<file path="src/rtl/uart_tx_sched_pkg.sv">
// Shared types and constants for the UART TX scheduler.
// Channel ids, byte counts and the scheduler state encoding.
package uart_tx_sched_pkg;

  typedef enum logic [1:0] {
    ST_IDLE,
    ST_SEND,
    ST_WAIT_BUSY,
    ST_WAIT_DONE
  } state_e;

  localparam logic CH_RF  = 1'b0;
  localparam logic CH_ALU = 1'b1;

  localparam logic [1:0] BYTES_RF  = 2'd1;
  localparam logic [1:0] BYTES_ALU = 2'd2;

endpackage

</file>
<file path="src/rtl/rr_arb2.sv">
// Two-way round-robin arbiter: combinational grant,
// registered pointer to the last granted channel.
module rr_arb2
  import uart_tx_sched_pkg::*;
(
  input  logic       clk_i,
  input  logic       rst_i,
  input  logic [1:0] req_i,
  input  logic       take_i,
  output logic       gnt_vld_o,
  output logic       gnt_ch_o
);

  logic last_q, last_d;

  always_comb begin
    gnt_vld_o = |req_i;
    gnt_ch_o  = CH_RF;
    unique case (req_i)
      2'b11:   gnt_ch_o = ~last_q;
      2'b10:   gnt_ch_o = CH_ALU;
      default: gnt_ch_o = CH_RF;
    endcase
    last_d = (take_i && gnt_vld_o) ? gnt_ch_o : last_q;
  end

  // Reset to ALU so RF wins the first tie.
  always_ff @(posedge clk_i or posedge rst_i) begin
    if (rst_i) last_q <= CH_ALU;
    else       last_q <= last_d;
  end

endmodule

</file>
<file path="src/rtl/uart_tx_sched.sv">
// Shares one UART transmitter between RF (1 byte) and ALU (2 bytes)
// requesters, with a watchdog on the transmitter busy handshake.
module uart_tx_sched
  import uart_tx_sched_pkg::*;
#(
  parameter int DATA_WIDTH = 8,
  parameter int BUSY_TO    = 16
) (
  input  logic                    CLK,
  input  logic                    RST,
  input  logic [DATA_WIDTH-1:0]   RF_RD_DATA,
  input  logic                    RF_RD_VLD,
  output logic                    RF_ACK,
  input  logic [2*DATA_WIDTH-1:0] ALU_OUT,
  input  logic                    ALU_OUT_VLD,
  output logic                    ALU_ACK,
  input  logic                    TX_BUSY,
  output logic [DATA_WIDTH-1:0]   TX_P_DATA,
  output logic                    TX_D_VLD,
  output logic                    SCHED_BUSY,
  output logic                    TO_ERR,
  input  logic                    TO_ERR_CLR
);

  localparam int HW  = 2 * DATA_WIDTH;
  localparam int WDW = $clog2(BUSY_TO);
  localparam logic [WDW-1:0] WD_MAX = WDW'(BUSY_TO - 1);

  state_e                state_q, state_d;
  logic [HW-1:0]         hold_q, hold_d;
  logic [1:0]            nbytes_q, nbytes_d;
  logic [1:0]            bcnt_q, bcnt_d;
  logic [WDW-1:0]        wd_q, wd_d;
  logic                  rf_ack_q, rf_ack_d;
  logic                  alu_ack_q, alu_ack_d;
  logic [DATA_WIDTH-1:0] tx_data_q, tx_data_d;
  logic                  tx_vld_q, tx_vld_d;
  logic                  busy_q, busy_d;
  logic                  to_err_q, to_err_d;

  logic                  gnt_vld;
  logic                  gnt_ch;
  logic                  take;
  logic                  to_set;
  logic [DATA_WIDTH-1:0] cur_byte;

  assign take = (state_q == ST_IDLE);

  rr_arb2 u_arb (
    .clk_i     (CLK),
    .rst_i     (RST),
    .req_i     ({ALU_OUT_VLD, RF_RD_VLD}),
    .take_i    (take),
    .gnt_vld_o (gnt_vld),
    .gnt_ch_o  (gnt_ch)
  );

  assign cur_byte = bcnt_q[0] ? hold_q[HW-1:DATA_WIDTH]
                              : hold_q[DATA_WIDTH-1:0];

  always_comb begin
    state_d   = state_q;
    hold_d    = hold_q;
    nbytes_d  = nbytes_q;
    bcnt_d    = bcnt_q;
    wd_d      = wd_q;
    rf_ack_d  = 1'b0;
    alu_ack_d = 1'b0;
    tx_data_d = tx_data_q;
    tx_vld_d  = 1'b0;
    to_set    = 1'b0;
    unique case (state_q)
      ST_IDLE: begin
        if (gnt_vld) begin
          bcnt_d  = '0;
          state_d = ST_SEND;
          if (gnt_ch == CH_RF) begin
            hold_d   = {{DATA_WIDTH{1'b0}}, RF_RD_DATA};
            nbytes_d = BYTES_RF;
            rf_ack_d = 1'b1;
          end else begin
            hold_d    = ALU_OUT;
            nbytes_d  = BYTES_ALU;
            alu_ack_d = 1'b1;
          end
        end
      end
      ST_SEND: begin
        if (!TX_BUSY) begin
          tx_data_d = cur_byte;
          tx_vld_d  = 1'b1;
          wd_d      = '0;
          state_d   = ST_WAIT_BUSY;
        end
      end
      ST_WAIT_BUSY: begin
        if (TX_BUSY) begin
          state_d = ST_WAIT_DONE;
        end else if (wd_q == WD_MAX) begin
          // Transmitter never acknowledged: abandon the rest.
          to_set  = 1'b1;
          state_d = ST_IDLE;
        end else begin
          wd_d = wd_q + 1'b1;
        end
      end
      ST_WAIT_DONE: begin
        if (!TX_BUSY) begin
          bcnt_d  = bcnt_q + 2'd1;
          state_d = (bcnt_q + 2'd1 < nbytes_q) ? ST_SEND : ST_IDLE;
        end
      end
      default: state_d = ST_IDLE;
    endcase
    to_err_d = (to_err_q & ~TO_ERR_CLR) | to_set;
    busy_d   = (state_d != ST_IDLE);
  end

  always_ff @(posedge CLK or posedge RST) begin
    if (RST) begin
      state_q   <= ST_IDLE;
      hold_q    <= '0;
      nbytes_q  <= '0;
      bcnt_q    <= '0;
      wd_q      <= '0;
      rf_ack_q  <= 1'b0;
      alu_ack_q <= 1'b0;
      tx_data_q <= '0;
      tx_vld_q  <= 1'b0;
      busy_q    <= 1'b0;
      to_err_q  <= 1'b0;
    end else begin
      state_q   <= state_d;
      hold_q    <= hold_d;
      nbytes_q  <= nbytes_d;
      bcnt_q    <= bcnt_d;
      wd_q      <= wd_d;
      rf_ack_q  <= rf_ack_d;
      alu_ack_q <= alu_ack_d;
      tx_data_q <= tx_data_d;
      tx_vld_q  <= tx_vld_d;
      busy_q    <= busy_d;
      to_err_q  <= to_err_d;
    end
  end

  assign RF_ACK     = rf_ack_q;
  assign ALU_ACK    = alu_ack_q;
  assign TX_P_DATA  = tx_data_q;
  assign TX_D_VLD   = tx_vld_q;
  assign SCHED_BUSY = busy_q;
  assign TO_ERR     = to_err_q;

endmodule
</file>
<file path="config.mk">
export PLATFORM = sky130hd
export DESIGN_NAME = uart_tx_sched
export DESIGN_NICKNAME = d
export VERILOG_FILES = /design/src/rtl/uart_tx_sched_pkg.sv /design/src/rtl/rr_arb2.sv /design/src/rtl/uart_tx_sched.sv
export SDC_FILE = /design/constraint.sdc
export NUM_CORES = 1
export LEC_CHECK = 0
export ABC_AREA = 1
export CAP_MARGIN = 25
export CORE_MARGIN = 2
export CORE_UTILIZATION = 49
export DETAILED_ROUTE_END_ITERATION = 10
export PLACE_DENSITY = 0.78
export SETUP_SLACK_MARGIN = 0.2
export SLEW_MARGIN = 20
export SYNTH_ARGS = -nofsm -noshare
export SYNTH_HDL_FRONTEND = slang
export SYNTH_SLANG_ARGS = --single-unit
</file>
<file path="constraint.sdc">
create_clock -name CLK -period 1.89 [get_ports CLK]
set_input_delay 0.378 -clock CLK [delete_from_list [all_inputs] [get_ports CLK]]
set_output_delay 0.378 -clock CLK [all_outputs]
set_load 0.01 [all_outputs]
</file>
==> key figures, run 1 <==
Run status
  – Status: complete, no violations

GRT
  – Vias in the first global route: 1,380
  – Remaining global-route overflow: 0
  – Largest net degree at the start of global routing: 41
  – GRT Util Overall: 0.1967
  – Initial antenna violation count: 0
  – First-pass GRT wire length: 6244 um

Place
  – Cells after DPL: 293
  – DP Worst Slack: 0.1874 ns
  – Post-DP HPWL: 2478 um
  – GPL Wtd Cong: 0.8003
  – Post-DP Area: 2338 um2
  – IO Port Bufs: 42

Routing
  – Drt drc: 0
  – 1st-iter DRT viols: 122
  – Via-to-Cell Ratio: 4.854
  – Via count: 1,461
  – Mean routed wirelength per cell: between 10 and 15 um
  – Pre-antenna DRT Iters: 4
  – Post-Route WL: 3547 um
  – Final ANT Viol Nets: 0

Power and ir drop
  – Switching Share: 0.3668
  – Clock Power Share: 0.197
  – Flop pwr share: 0.409
  – LEAKAGE: 1.181 nW
  – PwrDens: about 1400 nW/um2
  – Sw Pwr: 1.294 mW
  – Overall power: 3.529 mW
  – Worst IR drop on VDD: 0.9679 mV
  – Comb power frac: 0.394
  – Int Pwr: about 2.2 mW

Floorplan
  – Initial Util: 0.5113
  – Die Ht: roughly 66 um
  – Die extent in x: 65.81 um
  – Die ar.: approximately 4300 um2
  – Core Box Area: around 3700 um2
  – Rows: 22
  – I/O pins: between 40 and 50

Timing
  – Final setup vio count: 0
  – Final min period: 1.570 ns
  – Final Hold Viols: 0
  – Slew Limit Headroom: 0.7514
  – Worst-Margin Slew: 0.3724 ns
  – F_max: about 640 MHz
  – Final worst slack: about 0.32 ns
  – Fin. max-slew vios: 0
  – Tcrit/Tclk final: 0.8309
  – Hold_ws: 0.4367 ns
  – RSZ-0062 raised after global routing: false
  – Setup tns final: 0 ns
  – Clock Skews: about 0.0034 ns

Setup path
  – Worst setup SP type: flip-flop
  – Required @ worst endpoint: 1.51 ns
  – Max incr delay on CP: 0.53 ns
  – Buf+Inv Stages, Crit Path: 1
  – CP delay by family, top: buffers and inverters
  – Worst Path Arrival: around 1.2 ns
  – Slowest stage cell on the critical path: clkdlybuf4s50_1
  – Worst-path fanout max: 2
  – Critical path class: flip-flop to output port
  – Crit end category: output port
  – Crit path cell chain: clkdlybuf4s50_1

Clock network
  – Worst skew pair latency: 0.30 ns
  – Root buf cell: clkbuf_8
  – CTS clk-pin slew, worst paths: 0.08 ns
  – CTS tree: built
  – Cts hold-fix bufs: 0
  – Clock buffer depth: 2
  – Setup Fix Bufs, Post-CTS: 0
  – Clock sink total: 40
  – Post-cts gate resize count: 0
  – TritonCTS Buffers: 5
  – Max H-tree Level: 2

Layout
  – Layout cells sized above 1: 0.1502
  – Final #Nets: 284
  – Final std cells w/o fill: between 300 and 400
  – P&R area growth vs syn: 30.88%
  – Post-layout util: 0.6692
  – Final Cell Area: 2450 um2
  – # diodes: 0

Synth
  – Register area share after synthesis: 0.5354
  – Mapped Avg Cell Area: 9.086 um2
  – EDFF count, synth: 0
  – YS warnings: 0
  – #FFs+latches synth: 40
  – Synth cell count leaders: 63 x nand2_1, 39 x dfrtp_1, 25 x o21ai_0, 20 x inv_1, 12 x nand3_1
  – Net Count, Synth: about 240
  – Synth area leader: dfrtp_1
  – Distinct cells, synth: 25
  – Most used DFF post-synth: dfrtp_1
  – Synthesized area: 1872 um2
  – Most frequent cell after synthesis: nand2_1
  – Area contributors post-synth: dfrtp_1 52%, nand2_1 13%, o21ai_0 6.7%
  – Mapped Cells: 206
  – Fraction of registers with async set or reset after synthesis: 1.000
  – Share of the synthesized area in the top cell type: 0.5214

Flow run
  – Max-cap violations: 0

Hold path
  – Hold Path Class: input port to asynchronous set/reset pin
[layout make-up]
class,instances,area (um2)
Fill cell,319,1211
Sequential cell,40,1002
Multi-Input combinational cell,138,738.2
Timing Repair Buffer,45,455.4
Inverter,22,82.58
Clock buffer,5,68.82
Tap cell,48,60.06
Clock inverter,3,42.54
[state kept, by name, summed over array words and instances, names as in the netlist]
signal	cells
hold_q	16
TX_P_DATA	8
wd_q	4
bcnt_q	2
nbytes_q	2
state_q	2
ALU_ACK	1
RF_ACK	1
SCHED_BUSY	1
TO_ERR	1
TX_D_VLD	1
u_arb.last_q	1
[layer usage]
metal  vias to the layer above  routed length [um]  GRT usage  share of wire
met5                         -                   0          0              0
met3                         6                 162    0.05622          0.046
met2                        37                1671     0.3169           0.47
met1                       670                1628     0.2429           0.46
met4                         0                  85    0.09375          0.024
li1                        748                   -          -              -
[cell families after synthesis]
logic type               share of synthesized area
multiplexers                              0.005348
XOR/XNOR                                  0.009360
flip-flops                                  0.5354
adder cells (fa/ha/maj)                    0.01337
AO/OA/AOI/OAI                              0.08891
AND/OR/NAND/NOR                             0.2774
buffers and inverters                      0.07018
[worst paths after layout]
path                                          start                  endpoint  slack, ns  cells past startpoint
setup reg to reg               state_q[1]$_DFF_PP0_       wd_q[2]$_DFFE_PP0P_       0.53                      5
setup / recovery                   TO_ERR$_DFF_PP0_                    TO_ERR       0.32                      1
min in group CLK           u_arb.last_q$_DFFE_PP1P_  u_arb.last_q$_DFFE_PP1P_       0.47                      2
hold / removal                                  RST  TX_P_DATA[0]$_DFFE_PP0P_       0.44                      3
max in group asynchronous                       RST  u_arb.last_q$_DFFE_PP1P_       1.20                      3
hold reg to reg            u_arb.last_q$_DFFE_PP1P_  u_arb.last_q$_DFFE_PP1P_       0.47                      2
[cell usage in the layout, fill, tap and decap left out]
cell             instances
nand3_2                  9
o21ai_4                  1
nand3_1                 12
nor2_8                   1
nand2_1                 63
o21ai_1                  2
clkbuf_8                 5
o22ai_1                  1
bufinv_16                1
xnor2_1                  1
inv_1                   20
clkinv_2                 1
clkinvlp_4               1
buf_4                    2
dfstp_2                  1
clkdlybuf4s50_1         42
xor2_1                   1
dfrtp_1                 39
nand2_2                 10
nor2_1                   4
o21ai_2                  1
inv_2                    2
nand4_1                  2
mux2i_1                  1
ha_1                     2
nor2_4                   2
o21ai_0                 25
buf_12                   1
[power groups by stage]
stage | Sequential (mW) | Combinational, mW | Clock [mW]
after floorplan | 1.45 | 0.926 | 0
after CTS | 1.44 | 1.41 | 0.709
after global routing | 1.49 | 1.60 | 0.750
after detailed placement | 1.46 | 1.39 | 0
final | 1.44 | 1.39 | 0.696
after global placement | 1.44 | 1.35 | 0
Power figures use the tool's default switching activity.
==> inputs of run 2 (changes only) <==
Clock period 1.89 ns to 1.6 ns, I/O delays scaled along.
==> run 2 against run 1 <==
Routed wire length fell by 3.4%; via count shrank 0.68%; count of clock-buffer cells in the layout up 1; combinational power rose by 17%; total power is 12% higher; flip-flop and latch count is the same; first-iteration DRC count down 31%; global-route usage shrank 1.3 points; critical endpoint is now SCHED_BUSY$_DFF_PP0_; register-to-register slack got worse by 0.26 ns; critical path depth rose by 7; sequential power rose by 18%.
==> key figures, run 2 (synthesis gave the netlist of run 1 again) <==
Run status
  – Status: complete, no violations

Routing
  – 1st-iter DRT viols: between 80 and 90
  – Pre-antenna DRT Iters: 4
  – Via count: about 1,500
  – Wire length on met3: 151 um
  – Met2 routed WL: 1586 um
  – Drt drc: 0
  – Mean routed wirelength per cell: 11.31 um
  – WL met1: roughly 1600 um
  – Final ANT Viol Nets: 0
  – Highest Signal Layer: met4
  – Post-Route WL: 3427 um
  – Via-to-Cell Ratio: 4.789

GRT
  – Largest net degree at the start of global routing: 41
  – Initial antenna violation count: 0
  – Vias in the first global route: 1,386
  – First-pass GRT wire length: 5954 um
  – GRT Util Overall: 0.1838
  – Remaining global-route overflow: 0

Flow run
  – Max-cap violations: 0

Clock network
  – CTS clk-pin slew, worst paths: 0.07 ns
  – Max H-tree Level: 2
  – TritonCTS Buffers: 5
  – Cts hold-fix bufs: 0
  – Clock sink total: 40
  – Clock buffer depth: 2
  – Worst skew pair latency: 0.29 ns
  – CTS tree: built
  – Setup Fix Bufs, Post-CTS: 0
  – Root buf cell: clkbuf_8

Power and ir drop
  – LEAKAGE: about 1.2 nW
  – Switching Share: 0.3778
  – Sw Pwr: 1.492 mW
  – Int Pwr: 2.458 mW
  – Comb power frac: 0.413
  – PwrDens: 1604 nW/um2
  – Flop pwr share: 0.432
  – Clock Power Share: 0.155
  – Worst IR drop on VDD: 0.7047 mV

Place
  – Post-DP HPWL: 2510 um
  – IO Port Bufs: 42
  – GPL Wtd Cong: around 0.8
  – Post-DP Area: 2386 um2
  – Cells after DPL: 296

Timing
  – Setup tns final: 0 ns
  – F_max: between 700 and 800 MHz
  – Worst-Margin Slew: 0.3166 ns
  – Clock Skews: 0.002542 ns
  – Tcrit/Tclk final: 0.8301
  – Fin. max-slew vios: 0
  – Final Hold Viols: 0
  – Slew Limit Headroom: 0.7881
  – Final setup vio count: 0
  – Final min period: 1.328 ns
  – RSZ-0062 raised after global routing: true

Layout
  – Filler instances: 314
  – # diodes: 0
  – Layout cells sized above 1: 0.1647
  – Final std cells w/o fill: between 300 and 400
  – Max reg flops: 16
  – Final Cell Area: roughly 2500 um2
  – Commonest non-fill, non-tap cell in the layout: nand2_1
  – Reg with most FFs: hold_q
  – Final #Nets: 287
  – Most frequent cells in the layout: 62 x nand2_1, 39 x dfrtp_1, 29 x clkdlybuf4s50_1
  – P&R area growth vs syn: 31.55%

Setup path
  – Worst Path Arrival: 1.50 ns
  – Worst-path fanout max: 2
  – Worst setup SP type: flip-flop
  – Buf+Inv Stages, Crit Path: 1
  – Slowest stage cell on the critical path: dfrtp_1
  – Most common cell on crit path: nand2_1
  – Required @ worst endpoint: 1.77 ns
  – Reg2Reg Setup Slack: about 0.27 ns
  – Critical path class: flip-flop to flip-flop
  – CP delay by family, top: flip-flops
  – Crit end category: flip-flop
  – Crit path cell chain: xnor2_2 > inv_1 > ha_1 > nand2_1 > nand2_1 > nand2_1 > nand2_1 > nand3_1
  – Max incr delay on CP: between 0.4 and 0.5 ns

Floorplan
  – I/O pins: 43
  – Die Ht: 65.81 um
  – Initial Util: 0.5113
  – Core Box Area: 3661 um2
  – Die extent in x: ~66 um
  – Die ar.: 4330 um2
  – Rows: 22

Hold path
  – Hold Path Class: input port to asynchronous set/reset pin
[run 2: cell count changes in the layout (fill, tap and decap cells not counted), sizes merged]
cell	change
bufinv	-1
clkbuf	+1
clkdlybuf4s50	-13
clkinvlp	-1
buf	+3
dlygate4sd2	+13
[run 2: power by group through the flow]
stage / clock [mW] / sequential (mW) / combinational (mW)
global route: 0.683 / 1.75 / 1.86
detailed placement: 0 / 1.72 / 1.72
floorplan: 0 / 1.71 / 1.09
finish: 0.614 / 1.70 / 1.63
global placement: 0 / 1.70 / 1.66
CTS: 0.643 / 1.69 / 1.64
[run 2: worst paths after layout]
check                                         start                        to  depth (start not counted)
min                                             RST  TX_P_DATA[0]$_DFFE_PP0P_                          3
max in group asynchronous                       RST  u_arb.last_q$_DFFE_PP1P_                          3
min in group CLK           u_arb.last_q$_DFFE_PP1P_  u_arb.last_q$_DFFE_PP1P_                          2
max                           bcnt_q[0]$_DFFE_PP0P_      SCHED_BUSY$_DFF_PP0_                          8
min reg2reg                u_arb.last_q$_DFFE_PP1P_  u_arb.last_q$_DFFE_PP1P_                          2
max reg2reg                   bcnt_q[0]$_DFFE_PP0P_      SCHED_BUSY$_DFF_PP0_                          8
[run 2: worst register-to-register path, stage by stage, from the launching register on]
cell and delay, ns:
dfrtp_1 0.41, xnor2_2 0.19, inv_1 0.07, ha_1 0.27
nand2_1 0.05, nand2_1 0.05, nand2_1 0.04, nand2_1 0.07
nand3_1 0.06
[run 2: cell type report]
class / instances / area (um2) / share of cell area
clock buffers: 6 / 72.57 / 0.02947
well taps: 48 / 60.06 / 0.02439
flip-flops and latches: 40 / 1002 / 0.4070
inverters: 22 / 82.58 / 0.03354
multi-input cells: 138 / 753.2 / 0.3059
clock inverters: 1 / 5.005 / 0.002033
repair buffers: 48 / 486.7 / 0.1977
[run 2: metrics by stage]
step	hold slack, ns	power (mW)	utilization	setup WS, ns
global route	0.4343	4.290	0.6726	0.1877
finish	0.3828	3.950	0.6726	0.2718
detailed placement	0.4621	3.435	0.6517	-0.01014
CTS	0.3896	3.979	0.6685	0.2131
global placement	0.4616	3.356	0.6517	0.02842
floorplan	0.4188	2.806	-	0.2525
[run 2: repair_timing]
item	4_1_cts	5_1_grt
endpoints found under the hold margin	0	0
resized for setup	13	3
setup endpoints to repair	13	6
pin swaps	0	0
[run 2: per-layer routing]
metal / vias up / GRT usage
met5: - / 0
met4: 0 / 0.08594
met3: 7 / 0.05281
met2: 33 / 0.2967
met1: 659 / 0.2273
li1: 752 / -
==> inputs of run 3 (changes only) <==
Settings changed: CORE_UTILIZATION 49 to 45, PLACE_DENSITY 0.78 to 0.76.
Clock period 1.6 ns to 1.1 ns, I/O delays scaled along.
==> run 3 against run 2 <==
The flow now finishes with violations (setup timing); combinational power increased to 2.8 times the previous value; non-clock buffer count up 37; cell count rose by 14%; flip-flop and latch count unchanged; setup slack got worse by 0.56 ns; die area is 8.3% higher; final area increased by 32%; routed wire length is 68% higher; first-iteration DRC count up 12%; global-route usage rose by 4.4 points; total power increased by 120%; count of clock-buffer cells in the layout decreased by 1; highest routed layer unchanged.
==> key figures, run 3 (synthesis gave the netlist of run 1 again) <==
Layout
  – Most frequent cells in the layout: 37 x dfrtp_1, 28 x clkdlybuf4s50_1, 27 x nand2_1
  – Final #Nets: 325
  – Commonest non-fill, non-tap cell in the layout: dfrtp_1
  – Max reg flops: 16
  – P&R area growth vs syn: 73.80%
  – Final std cells w/o fill: 344
  – Layout cells sized above 1: 0.5544
  – # diodes: 0
  – Reg with most FFs: hold_q
  – Post-layout util: 0.8133

Clock network
  – Clock sink total: 40
  – Root buf cell: clkbuf_8
  – Clock buffer depth: 2
  – CTS clk-pin slew, worst paths: 0.09 ns
  – CTS tree: built
  – Max H-tree Level: 2
  – Cts hold-fix bufs: 0
  – Worst skew pair latency: 0.30 ns
  – TritonCTS Buffers: 5

Floorplan
  – Die Ht: 68.50 um
  – Die ar.: roughly 4700 um2
  – Die extent in x: 68.50 um
  – I/O pins: 43
  – Rows: 23
  – Initial Util: 0.4679
  – Core Box Area: 4000 um2

Setup path
  – Worst setup SP type: flip-flop
  – Worst Path Arrival: approximately 1.6 ns
  – Crit path cell chain: xnor2_2 > inv_1 > ha_1 > nand2_1 > nand2_1 > nand2_1 > nand2_2 > nand2_1
  – Max incr delay on CP: 0.42 ns
  – Buf+Inv Stages, Crit Path: 1
  – Most common cell on crit path: nand2_1
  – Critical path class: flip-flop to flip-flop
  – Required @ worst endpoint: 1.28 ns
  – Slowest stage cell on the critical path: dfrtp_1
  – CP delay by family, top: flip-flops
  – Worst-path fanout max: 2
  – Crit path from: bcnt_q[0]$_DFFE_PP0P_
  – Crit end category: flip-flop
  – Worst r2r src: bcnt_q[0]$_DFFE_PP0P_

Routing
  – Via count: 1,752
  – Drt drc: 0
  – Final ANT Viol Nets: 0
  – Pre-antenna DRT Iters: 4
  – Post-Route WL: 5762 um
  – Via-to-Cell Ratio: 5.093
  – Mean routed wirelength per cell: 16.75 um
  – 1st-iter DRT viols: 94

Timing
  – Final min period: 1.388 ns
  – Tcrit/Tclk final: 1.262
  – RSZ-0062 raised after global routing: true
  – Slew Limit Headroom: 0.7549
  – Final setup vio count: 38
  – Clock Skews: a little over 0.01 ns
  – Worst-Margin Slew: 0.3638 ns
  – Fin. max-slew vios: 0
  – Final worst slack: -0.2884 ns
  – F_max: 720.3 MHz
  – Hold_ws: ~0.31 ns
  – Final Hold Viols: 0

GRT
  – GRT Util Overall: 0.2274
  – GR peak layer: met2
  – Largest net degree at the start of global routing: 30
  – Met2 usage: 0.3906
  – Initial antenna violation count: 0
  – Met3 Usage GRT: 0.04708
  – First-pass GRT wire length: 7790 um
  – Vias in the first global route: between 1,500 and 2,000
  – Remaining global-route overflow: 0
  – GR Util met1: 0.2828

Place
  – IO Port Bufs: 42
  – GPL Wtd Cong: 0.7615
  – DP Worst Slack: -0.3728 ns
  – Cells after DPL: 310
  – Post-DP HPWL: 2932 um

Run status
  – Violated checks: setup timing
  – Status: complete, but fails checks

Power and ir drop
  – Overall power: 8.856 mW
  – Worst IR drop on VDD: 1.403 mV
  – PwrDens: ~2700 nW/um2
  – LEAKAGE: 1.633 nW

Hold path
  – Hold Path Class: input port to asynchronous set/reset pin

Flow run
  – Max-cap violations: 0
## run 3: cell count changes in the layout (fill, tap and decap cells not counted), sizes merged
cell,change
bufinv,+3
inv,-1
dlygate4sd2,-12
clkdlybuf4s50,-1
nor2,+1
clkinv,-1
clkinvlp,+1
buf,+49
## run 3: final timing paths
path,endpoint,slack [ns],cells after the start
worst max-delay path,state_q[0]$_DFF_PP0_,-0.29,8
worst min-delay path,TX_P_DATA[5]$_DFFE_PP0P_,0.31,3
worst max register to register,state_q[0]$_DFF_PP0_,-0.29,8
worst min register to register,u_arb.last_q$_DFFE_PP1P_,0.51,2
max in group asynchronous,u_arb.last_q$_DFFE_PP1P_,0.55,3
min in group CLK,TO_ERR$_DFF_PP0_,0.50,2
## run 3: through the flow
stage | cell area (um2) | TNS (ns)
after floorplan | 1959 | -0.7820
after global placement | 2550 | -10.17
after detailed placement | 2550 | -11.29
after CTS | 2995 | -2.206
after global routing | 3253 | -4.863
final | 3253 | -3.565
## run 3: layer usage
layer  routed length [um]  vias up
li1                     -      833
met1                 2270      840
met2                 3032       60
met3                  239       19
met4                  220        0
met5                    0        -
## run 3: final cells by class
cell class                      count  area (um2)
Sequential cell                    40        1005
Multi-Input combinational cell    139        1117
Timing Repair Buffer               85       810.8
Tap cell                           50       62.56
Clock inverter                      3       90.09
Inverter                           22       98.84
Clock buffer                        5       68.82
Fill cell                         221       747.0
## run 3: timing repair
item / CTS / global route
pin swaps: 22 / 13
endpoints found under the setup margin: 53 / 53
setup buffers: 12 / 10
resized for setup: 122 / 50
gates cloned: 4 / 0
## run 3: where the power goes
group          internal (mW)  switching, mW
clock network           1.14          0.554
registers               2.11          0.428
logic                   2.20           2.42
## run 3: worst reg2reg max path, cell delays in order (launching register included)
cell and delay (ns):
dfrtp_1 0.42, xnor2_2 0.22, inv_1 0.07, ha_1 0.28
nand2_1 0.04, nand2_1 0.05, nand2_1 0.06, nand2_2 0.07
nand2_1 0.06
